## src/rtl/brisc_pkg.sv

```systemverilog
// rtl/brisc_pkg.sv - shared core constants plus data cache state and way-write types
package brisc_pkg;
  localparam int XLEN            = 32;
  localparam int BYTE_LEN        = 8;
  localparam int DCACHE_NUM_SETS = 4;
  localparam int DCACHE_NUM_WAYS = 2;

  typedef enum logic [1:0] {IDLE = 2'd0, WB = 2'd1, FILL = 2'd2} dcache_state_e;

  // FILL installs a whole line, STORE merges masked bytes and dirties, CLEAN only clears dirty.
  typedef enum logic [1:0] {WAY_WR_FILL = 2'd0, WAY_WR_STORE = 2'd1, WAY_WR_CLEAN = 2'd2} way_wr_e;

  function automatic int line_offset_bits(input int line_width);
    return $clog2(line_width / BYTE_LEN);
  endfunction
endpackage

```

## src/rtl/dcache_way_array.sv

```systemverilog
// rtl/dcache_way_array.sv - tag/valid/dirty/data storage of one cache way, one write port, async read
module dcache_way_array
  import brisc_pkg::*;
#(
  parameter int NUM_SETS = 4,
  parameter int IDX_W    = 2,
  parameter int TAG_W    = 26,
  parameter int LINE_W   = 128
) (
  input  logic              clk,
  input  logic              rst_n,
  input  logic              wr_en,
  input  way_wr_e           wr_kind,
  input  logic [IDX_W-1:0]  wr_idx,
  input  logic [TAG_W-1:0]  wr_tag,
  input  logic [LINE_W-1:0] wr_data,
  input  logic [LINE_W-1:0] wr_mask,
  output logic [TAG_W-1:0]  tag   [NUM_SETS],
  output logic              valid [NUM_SETS],
  output logic              dirty [NUM_SETS],
  output logic [LINE_W-1:0] data  [NUM_SETS]
);

  always_ff @(posedge clk or negedge rst_n) begin
    if (!rst_n) begin
      for (int s = 0; s < NUM_SETS; s++) begin
        valid[s] <= 1'b0;
        dirty[s] <= 1'b0;
      end
    end else if (wr_en) begin
      case (wr_kind)
        WAY_WR_FILL: begin
          valid[wr_idx] <= 1'b1;
          dirty[wr_idx] <= 1'b0;
        end
        WAY_WR_STORE: dirty[wr_idx] <= 1'b1;
        WAY_WR_CLEAN: dirty[wr_idx] <= 1'b0;
        default: ;
      endcase
    end
  end

  // Tag and data are only meaningful under valid, so they carry no reset.
  always_ff @(posedge clk) begin
    if (wr_en && wr_kind == WAY_WR_FILL) tag[wr_idx] <= wr_tag;
    if (wr_en && wr_kind != WAY_WR_CLEAN)
      data[wr_idx] <= (data[wr_idx] & ~wr_mask) | (wr_data & wr_mask);
  end

endmodule

```

## src/rtl/dcache_wb_assoc.sv

```systemverilog
// rtl/dcache_wb_assoc.sv - N-way set-associative write-back write-allocate data cache
module dcache_wb_assoc
  import brisc_pkg::*;
#(
  parameter int NUM_SETS         = DCACHE_NUM_SETS,
  parameter int NUM_WAYS         = DCACHE_NUM_WAYS,
  parameter int ADDRESS_WIDTH    = 32,
  parameter int CACHE_LINE_WIDTH = 128
) (
  input  logic                        clk,
  input  logic                        rst_n,
  input  logic                        enable,
  input  logic                        store,
  input  logic                        word,
  input  logic [ADDRESS_WIDTH-1:0]    addr,
  input  logic [XLEN-1:0]             data_in,
  output logic                        hit,
  output logic [XLEN-1:0]             data_out,
  output logic                        req_to_arbiter,
  input  logic                        arbiter_grant,
  output logic                        req_store_to_mem,
  output logic [ADDRESS_WIDTH-1:0]    req_addr_to_mem,
  output logic [CACHE_LINE_WIDTH-1:0] req_line_to_mem,
  input  logic [CACHE_LINE_WIDTH-1:0] fill_data_from_mem,
  input  logic                        fill_data_from_mem_valid
);

  localparam int OFF    = line_offset_bits(CACHE_LINE_WIDTH);
  localparam int IDX    = $clog2(NUM_SETS);
  localparam int IDX_W  = (IDX > 0) ? IDX : 1;
  localparam int TAG_W  = ADDRESS_WIDTH - OFF - IDX;
  localparam int WAY_W  = (NUM_WAYS > 1) ? $clog2(NUM_WAYS) : 1;
  localparam int WSEL_W = OFF - 2;

  dcache_state_e               state;
  logic [IDX_W-1:0]            idx, lat_idx, wr_idx;
  logic [TAG_W-1:0]            tag, lat_tag;
  logic [WAY_W-1:0]            hit_way, victim, lat_way, wr_way;
  logic [WAY_W-1:0]            vptr [NUM_SETS];
  logic [TAG_W-1:0]            way_tag   [NUM_WAYS][NUM_SETS];
  logic                        way_valid [NUM_WAYS][NUM_SETS];
  logic                        way_dirty [NUM_WAYS][NUM_SETS];
  logic [CACHE_LINE_WIDTH-1:0] way_data  [NUM_WAYS][NUM_SETS];
  logic                        match, fill_ok, wr_any;
  logic [WSEL_W-1:0]           wsel;
  logic [1:0]                  bsel;
  logic [XLEN-1:0]             word_val;
  logic [CACHE_LINE_WIDTH-1:0] hit_line, wr_data, wr_mask;
  way_wr_e                     wr_kind;

  assign idx     = IDX_W'((addr >> OFF) & ADDRESS_WIDTH'(NUM_SETS - 1));
  assign tag     = addr[ADDRESS_WIDTH-1 -: TAG_W];
  assign wsel    = addr[OFF-1:2];
  assign bsel    = addr[1:0];
  assign victim  = vptr[idx];
  // A completion pulse without our grant belongs to another requester.
  assign fill_ok = fill_data_from_mem_valid && arbiter_grant;

  function automatic logic [ADDRESS_WIDTH-1:0] line_addr(input logic [TAG_W-1:0] t,
                                                         input logic [IDX_W-1:0] i);
    return (ADDRESS_WIDTH'(t) << (OFF + IDX)) | (ADDRESS_WIDTH'(i) << OFF);
  endfunction

  // Descending scan so the lowest-numbered matching way wins.
  always_comb begin
    match   = 1'b0;
    hit_way = '0;
    for (int w = NUM_WAYS - 1; w >= 0; w--) begin
      if (way_valid[w][idx] && way_tag[w][idx] == tag) begin
        match   = 1'b1;
        hit_way = WAY_W'(w);
      end
    end
  end

  assign hit      = (state == IDLE) && enable && match;
  assign hit_line = way_data[hit_way][idx];

  always_comb begin
    word_val = hit_line[wsel*XLEN +: XLEN];
    data_out = '0;
    if (hit) data_out = word ? word_val : XLEN'(word_val[bsel*BYTE_LEN +: BYTE_LEN]);
  end

  always_comb begin
    wr_any  = 1'b0;
    wr_kind = WAY_WR_FILL;
    wr_way  = lat_way;
    wr_idx  = lat_idx;
    wr_data = fill_data_from_mem;
    wr_mask = '0;
    case (state)
      IDLE: if (hit && store) begin
        wr_any  = 1'b1;
        wr_kind = WAY_WR_STORE;
        wr_way  = hit_way;
        wr_idx  = idx;
        wr_data = word ? {(CACHE_LINE_WIDTH/XLEN){data_in}}
                       : {(CACHE_LINE_WIDTH/BYTE_LEN){data_in[BYTE_LEN-1:0]}};
        wr_mask = word ? (CACHE_LINE_WIDTH'({XLEN{1'b1}}) << (wsel*XLEN))
                       : (CACHE_LINE_WIDTH'({BYTE_LEN{1'b1}}) << (wsel*XLEN + bsel*BYTE_LEN));
      end
      WB: if (fill_ok) begin
        wr_any  = 1'b1;
        wr_kind = WAY_WR_CLEAN;
      end
      FILL: if (fill_ok) begin
        wr_any  = 1'b1;
        wr_mask = '1;
      end
      default: ;
    endcase
  end

  for (genvar w = 0; w < NUM_WAYS; w++) begin : g_way
    dcache_way_array #(
      .NUM_SETS(NUM_SETS), .IDX_W(IDX_W), .TAG_W(TAG_W), .LINE_W(CACHE_LINE_WIDTH)
    ) u_way (
      .clk    (clk),
      .rst_n  (rst_n),
      .wr_en  (wr_any && wr_way == WAY_W'(w)),
      .wr_kind(wr_kind),
      .wr_idx (wr_idx),
      .wr_tag (lat_tag),
      .wr_data(wr_data),
      .wr_mask(wr_mask),
      .tag    (way_tag[w]),
      .valid  (way_valid[w]),
      .dirty  (way_dirty[w]),
      .data   (way_data[w])
    );
  end

  // Index, tag and victim are latched on leaving IDLE; core inputs are not re-read mid-miss.
  always_ff @(posedge clk or negedge rst_n) begin
    if (!rst_n) begin
      state            <= IDLE;
      req_to_arbiter   <= 1'b0;
      req_store_to_mem <= 1'b0;
      req_addr_to_mem  <= '0;
      req_line_to_mem  <= '0;
      lat_idx          <= '0;
      lat_tag          <= '0;
      lat_way          <= '0;
      for (int s = 0; s < NUM_SETS; s++) vptr[s] <= '0;
    end else begin
      case (state)
        IDLE: if (enable && !match) begin
          lat_idx        <= idx;
          lat_tag        <= tag;
          lat_way        <= victim;
          req_to_arbiter <= 1'b1;
          if (way_valid[victim][idx] && way_dirty[victim][idx]) begin
            state            <= WB;
            req_store_to_mem <= 1'b1;
            req_addr_to_mem  <= line_addr(way_tag[victim][idx], idx);
            req_line_to_mem  <= way_data[victim][idx];
          end else begin
            state            <= FILL;
            req_store_to_mem <= 1'b0;
            req_addr_to_mem  <= line_addr(tag, idx);
          end
        end
        WB: if (fill_ok) begin
          state            <= FILL;
          req_store_to_mem <= 1'b0;
          req_addr_to_mem  <= line_addr(lat_tag, lat_idx);
        end
        FILL: if (fill_ok) begin
          state          <= IDLE;
          req_to_arbiter <= 1'b0;
          vptr[lat_idx]  <= (NUM_WAYS == 1) ? '0 : lat_way + 1'b1;
        end
        default: state <= IDLE;
      endcase
    end
  end

endmodule

```

## config.mk

```make
export PLATFORM = sky130hd
export DESIGN_NAME = dcache_wb_assoc
export DESIGN_NICKNAME = d
export VERILOG_FILES = /design/src/rtl/brisc_pkg.sv /design/src/rtl/dcache_way_array.sv /design/src/rtl/dcache_wb_assoc.sv
export SDC_FILE = /design/constraint.sdc
export NUM_CORES = 2
export LEC_CHECK = 0
export BUFFER_PORTS_ARGS = -buffer_cell sky130_fd_sc_hd__buf_2
export CAP_MARGIN = 30
export CELL_PAD_IN_SITES_DETAIL_PLACEMENT = 1
export CELL_PAD_IN_SITES_GLOBAL_PLACEMENT = 1
export CORE_ASPECT_RATIO = 1.1
export CORE_MARGIN = 1.5
export CORE_UTILIZATION = 41
export DETAILED_ROUTE_END_ITERATION = 6
export PLACE_DENSITY_LB_ADDON = 0.1
export SYNTH_ARGS = -nofsm -noshare
export SYNTH_HDL_FRONTEND = slang
export SYNTH_SLANG_ARGS = --single-unit
export TNS_END_PERCENT = 30
```

## constraint.sdc

```tcl
create_clock -name clk -period 12.18 [get_ports clk]
set_clock_uncertainty 0.15 [all_clocks]
set_input_delay 2.436 -clock clk [delete_from_list [all_inputs] [get_ports clk]]
set_output_delay 2.436 -clock clk [all_outputs]
set_load 0.05 [all_outputs]
```

==> results.sh <==
export IMPL_hold_viol_final=0
export IMPL_p_int_mw=12.4
export IMPL_multi_input_area_mm2=0.0328
export IMPL_antenna_found_initial=16
export IMPL_min_period_ns=11.57
export IMPL_slew_violations=0
export IMPL_fmax_ghz=0.0865
export IMPL_seq_area_mm2=0.0422
export IMPL_clock_path_buffers=3
export IMPL_cts_max_level=4
export IMPL_holdBufCountCts=0
export IMPL_die_area_mm2=0.191
export IMPL_status="complete, no violations"
export IMPL_synthAdderAreaFrac=0.000649
export IMPL_nets=7081
export IMPL_synth_top_family_by_area="multiplexers"
export IMPL_cts_inserted_buffers=164
export IMPL_clk_latency_ns=0.82
export IMPL_grtUsageTotal=0.342
export IMPL_pin_count=394
export IMPL_crit_path_end_kind="output pin"
export IMPL_critPathLaunchType="input pin"
export IMPL_vias=60400
export IMPL_leakage_nw=31.4
export IMPL_yosys_area_share_simple=0.158
export IMPL_power_switching_mw=7.85
export IMPL_dr_pass1_iters=5
export IMPL_ant_nets=0
export IMPL_fillCellCount=19500
export IMPL_netSwitchingFraction=0.388
export IMPL_syn_to_final_growth_pct=14.3
export IMPL_synth_seq_cells=1441
export IMPL_slew_headroom=0.221
export IMPL_drive_gt1_frac=0.239
export IMPL_tritoncts="yes"
export IMPL_synthCells=6598
export IMPL_rsz0062_at_grt="no"
export IMPL_overflow=0
export IMPL_portBuffers=389
export IMPL_core_mm2=0.187
export IMPL_grt_max_degree=172
export IMPL_p_seq_frac=0.362
export IMPL_worstPathArrival_ns=8.98
export IMPL_required_ns=9.59
export IMPL_cts_sinks=1441
export IMPL_criticalPathCategory="input pin to output pin"
export IMPL_crit_fanout=56
export IMPL_drtIter0Drc=5841
export IMPL_hold_path_class="register to register"
export IMPL_synth_mux_area_frac=0.178
export IMPL_grt_pass1_wl_um=466000
export IMPL_ir_drop_uv=206
export IMPL_rows=166
export IMPL_die_w_um=417
export IMPL_cts_clk_slew_worst_paths_ns=0.06
export IMPL_synth_compound_area_frac=0.0799
export IMPL_numPlacedInstances=9144
export IMPL_ys_flop_type="edfxtp_1"
export IMPL_remaining_drc_errors=0
export IMPL_postCtsSetupBuffers=0
export IMPL_finalInstanceArea_mm2=0.0882
export IMPL_setup_viol=0
export IMPL_wirelength_um=330000
export IMPL_reg2reg_slack_ns=5.08
export IMPL_p_per_area_mw_per_mm2=229
export IMPL_initial_core_util=0.414
export IMPL_synthArstFlopShare=0.145
export IMPL_grt_pass1_vias=61900
export IMPL_utilization=0.473
export IMPL_viasPerCell=6.39
export IMPL_drv_cap=0
export IMPL_gp_congestion=0.959
export IMPL_die_y_um=458
export IMPL_avgSynthCellArea_um2=11.7
export IMPL_period_share=0.950
export IMPL_post_cts_resized=0
export IMPL_ys_types=97
export IMPL_hpwlAfterDp_um=221000
export IMPL_syn_area_mm2=0.0772
export IMPL_pwr_share_clk=0.252
export IMPL_synth_edf_count=1232
export IMPL_ys_warnings_count=0
export IMPL_fin_cells=9461
export IMPL_wl_per_cell_um=34.8
export IMPL_seq_area_frac_synth=0.547
export IMPL_dpl_cell_area_mm2=0.0826
export IMPL_cts_root_buf="clkbuf_16"
export IMPL_power_frac_comb=0.385
export IMPL_synthXorXnorAreaFrac=0.00375
export IMPL_worstMarginPinSlew_ns=1.16
## layer usage
metal	vias to the layer above	share of wire	wire [um]	GRT usage
met5	-	0.00015	48	0
met4	6	0.089	29300	0.263
met3	697	0.059	19500	0.0451
met2	2518	0.47	157000	0.555
met1	31800	0.38	124000	0.416
li1	25400	-	-	-
## power by group through the flow
stage               clock network, mW  registers (mW)  logic (mW)
floorplan                           0            8.23        4.41
CTS                              5.17            7.32        7.76
detailed placement                  0            7.42        7.74
global route                     5.33            7.40        8.34
finish                           5.10            7.32        7.79
global placement                    0            7.39        7.53
## registers in the layout (all words and copies together), names as in the netlist, 2 cells and up, named ones only
name and count:
g_way.u_way.data 1024, g_way.u_way.tag 208, req_line_to_mem 128, req_addr_to_mem 28, lat_tag 26, g_way.u_way.valid 8, vptr 4, lat_idx 2
state 2
## critical path: stages
cell and delay (ns):
buf_8 0.40, buf_4 0.34, mux4_2 0.54, xor2_1 0.22, a2111oi_0 0.63, nand4_1 0.26, a2111oi_4 0.51, buf_4 0.25
nor3_4 0.06, buf_12 0.18, mux2_2 0.36, a211oi_2 0.72, nand4_1 0.43, a2111o_1 0.54, and2_1 0.16, a311oi_1 0.43
buf_4 0.22, buf_12 0.13
## cells by family (layout without fill, tap and decap cells)
kind of cell,after synthesis,after routing
adder cells (fa/ha/maj),4,4
XOR/XNOR,33,33
AO/OA/AOI/OAI,907,907
flip-flops,1441,1441
multiplexers,792,792
buffers and inverters,553,966
AND/OR/NAND/NOR,2867,2867
other,1,15
## final timing paths
| path | start | endpoint | cells past startpoint |
|---|---|---|---|
| worst min register to register | req_store_to_mem$_DFFE_PN0P_ | req_store_to_mem$_DFFE_PN0P_ | 1 |
| min in group asynchronous | rst_n | req_line_to_mem[116]$_DFFE_PN0P_ | 1 |
| max in group asynchronous | rst_n | req_line_to_mem[33]$_DFFE_PN0P_ | 3 |
| worst max register to register | g_way[0].u_way.tag[6]$_DFFE_PP_ | g_way[1].u_way.data[167]$_DFFE_PP_ | 15 |
| worst max-delay path | addr[4] | data_out[4] | 18 |
| worst min-delay path | req_store_to_mem$_DFFE_PN0P_ | req_store_to_mem$_DFFE_PN0P_ | 1 |
## synth_stat cells (all sizes together) (6+ instances only)
cell type	count	area, um2
nor3	107	547
clkbuf	355	1330
o211ai	6	45.0
mux4	457	10300
and2	22	138
dfrtp	209	5230
o2111ai	6	52.6
buf	170	1040
o2bb2ai	6	52.6
xor2	9	78.8
mux2	62	702
a311oi	39	354
a2111oi	12	136
a21oi	377	1890
inv	27	101
or2	19	119
mux2i	273	2730
and3	40	250
a31oi	35	219
nand2	1503	5640
nand2b	19	119
a32oi	13	114
or3	7	43.8
a211oi	15	118
xnor2	24	210
a31o	195	1710
a211o	12	105
edfxtp	1232	37000
nand4	13	81.3
nand3	625	3130
a22oi	13	103
nor4	15	93.8
a221oi	18	183
o21ai	57	285
o22ai	45	282
o221ai	9	78.8
nor2	460	1730
nor2b	19	129
## final cells by class
cell class	count	share of cell area
Tap cell	2436	0.0346
Clock inverter	72	0.00907
Multi-Input combinational cell	4607	0.372
Sequential cell	1441	0.479
Timing Repair Buffer	636	0.0515
Inverter	28	0.00128
Clock buffer	230	0.0524
Antenna cell	11	0.000312
## cell usage in the layout (no fill, tap or decap), types with 15 or more instances in the layout
cell / count
nand2_1: 1501
edfxtp_1: 1232
nand3_1: 624
mux4_2: 446
nor2_1: 439
buf_2: 384
a21oi_1: 353
mux2i_1: 272
dfrtp_1: 209
a31o_2: 195
buf_4: 193
clkbuf_16: 171
nor3_1: 106
mux2_2: 60
o21ai_0: 52
clkbuf_1: 47
o22ai_1: 45
buf_12: 43
and3_1: 40
a311oi_1: 37
a31oi_1: 35
clkinv_2: 28
inv_1: 25
xnor2_1: 24
and2_1: 20
a21oi_2: 20
nand2b_1: 18
nor2b_1: 17
clkinv_1: 17
bufinv_16: 17
or2_2: 16
nor4_1: 15
## through the flow
| step | hold slack (ns) | setup slack (ns) | total power, mW | setup TNS (ns) |
|---|---|---|---|---|
| floorplan | 0.294 | -0.0516 | 12.6 | -24.33 |
| global placement | 0.317 | 0.611 | 14.9 | 0 |
| detailed placement | 0.342 | 0.674 | 15.2 | 0 |
| CTS | 0.355 | 0.688 | 20.3 | 0 |
| global route | 0.363 | 0.518 | 21.1 | 0 |
| finish | 0.350 | 0.615 | 20.2 | 0 |
(Power assumes the default switching activity.)
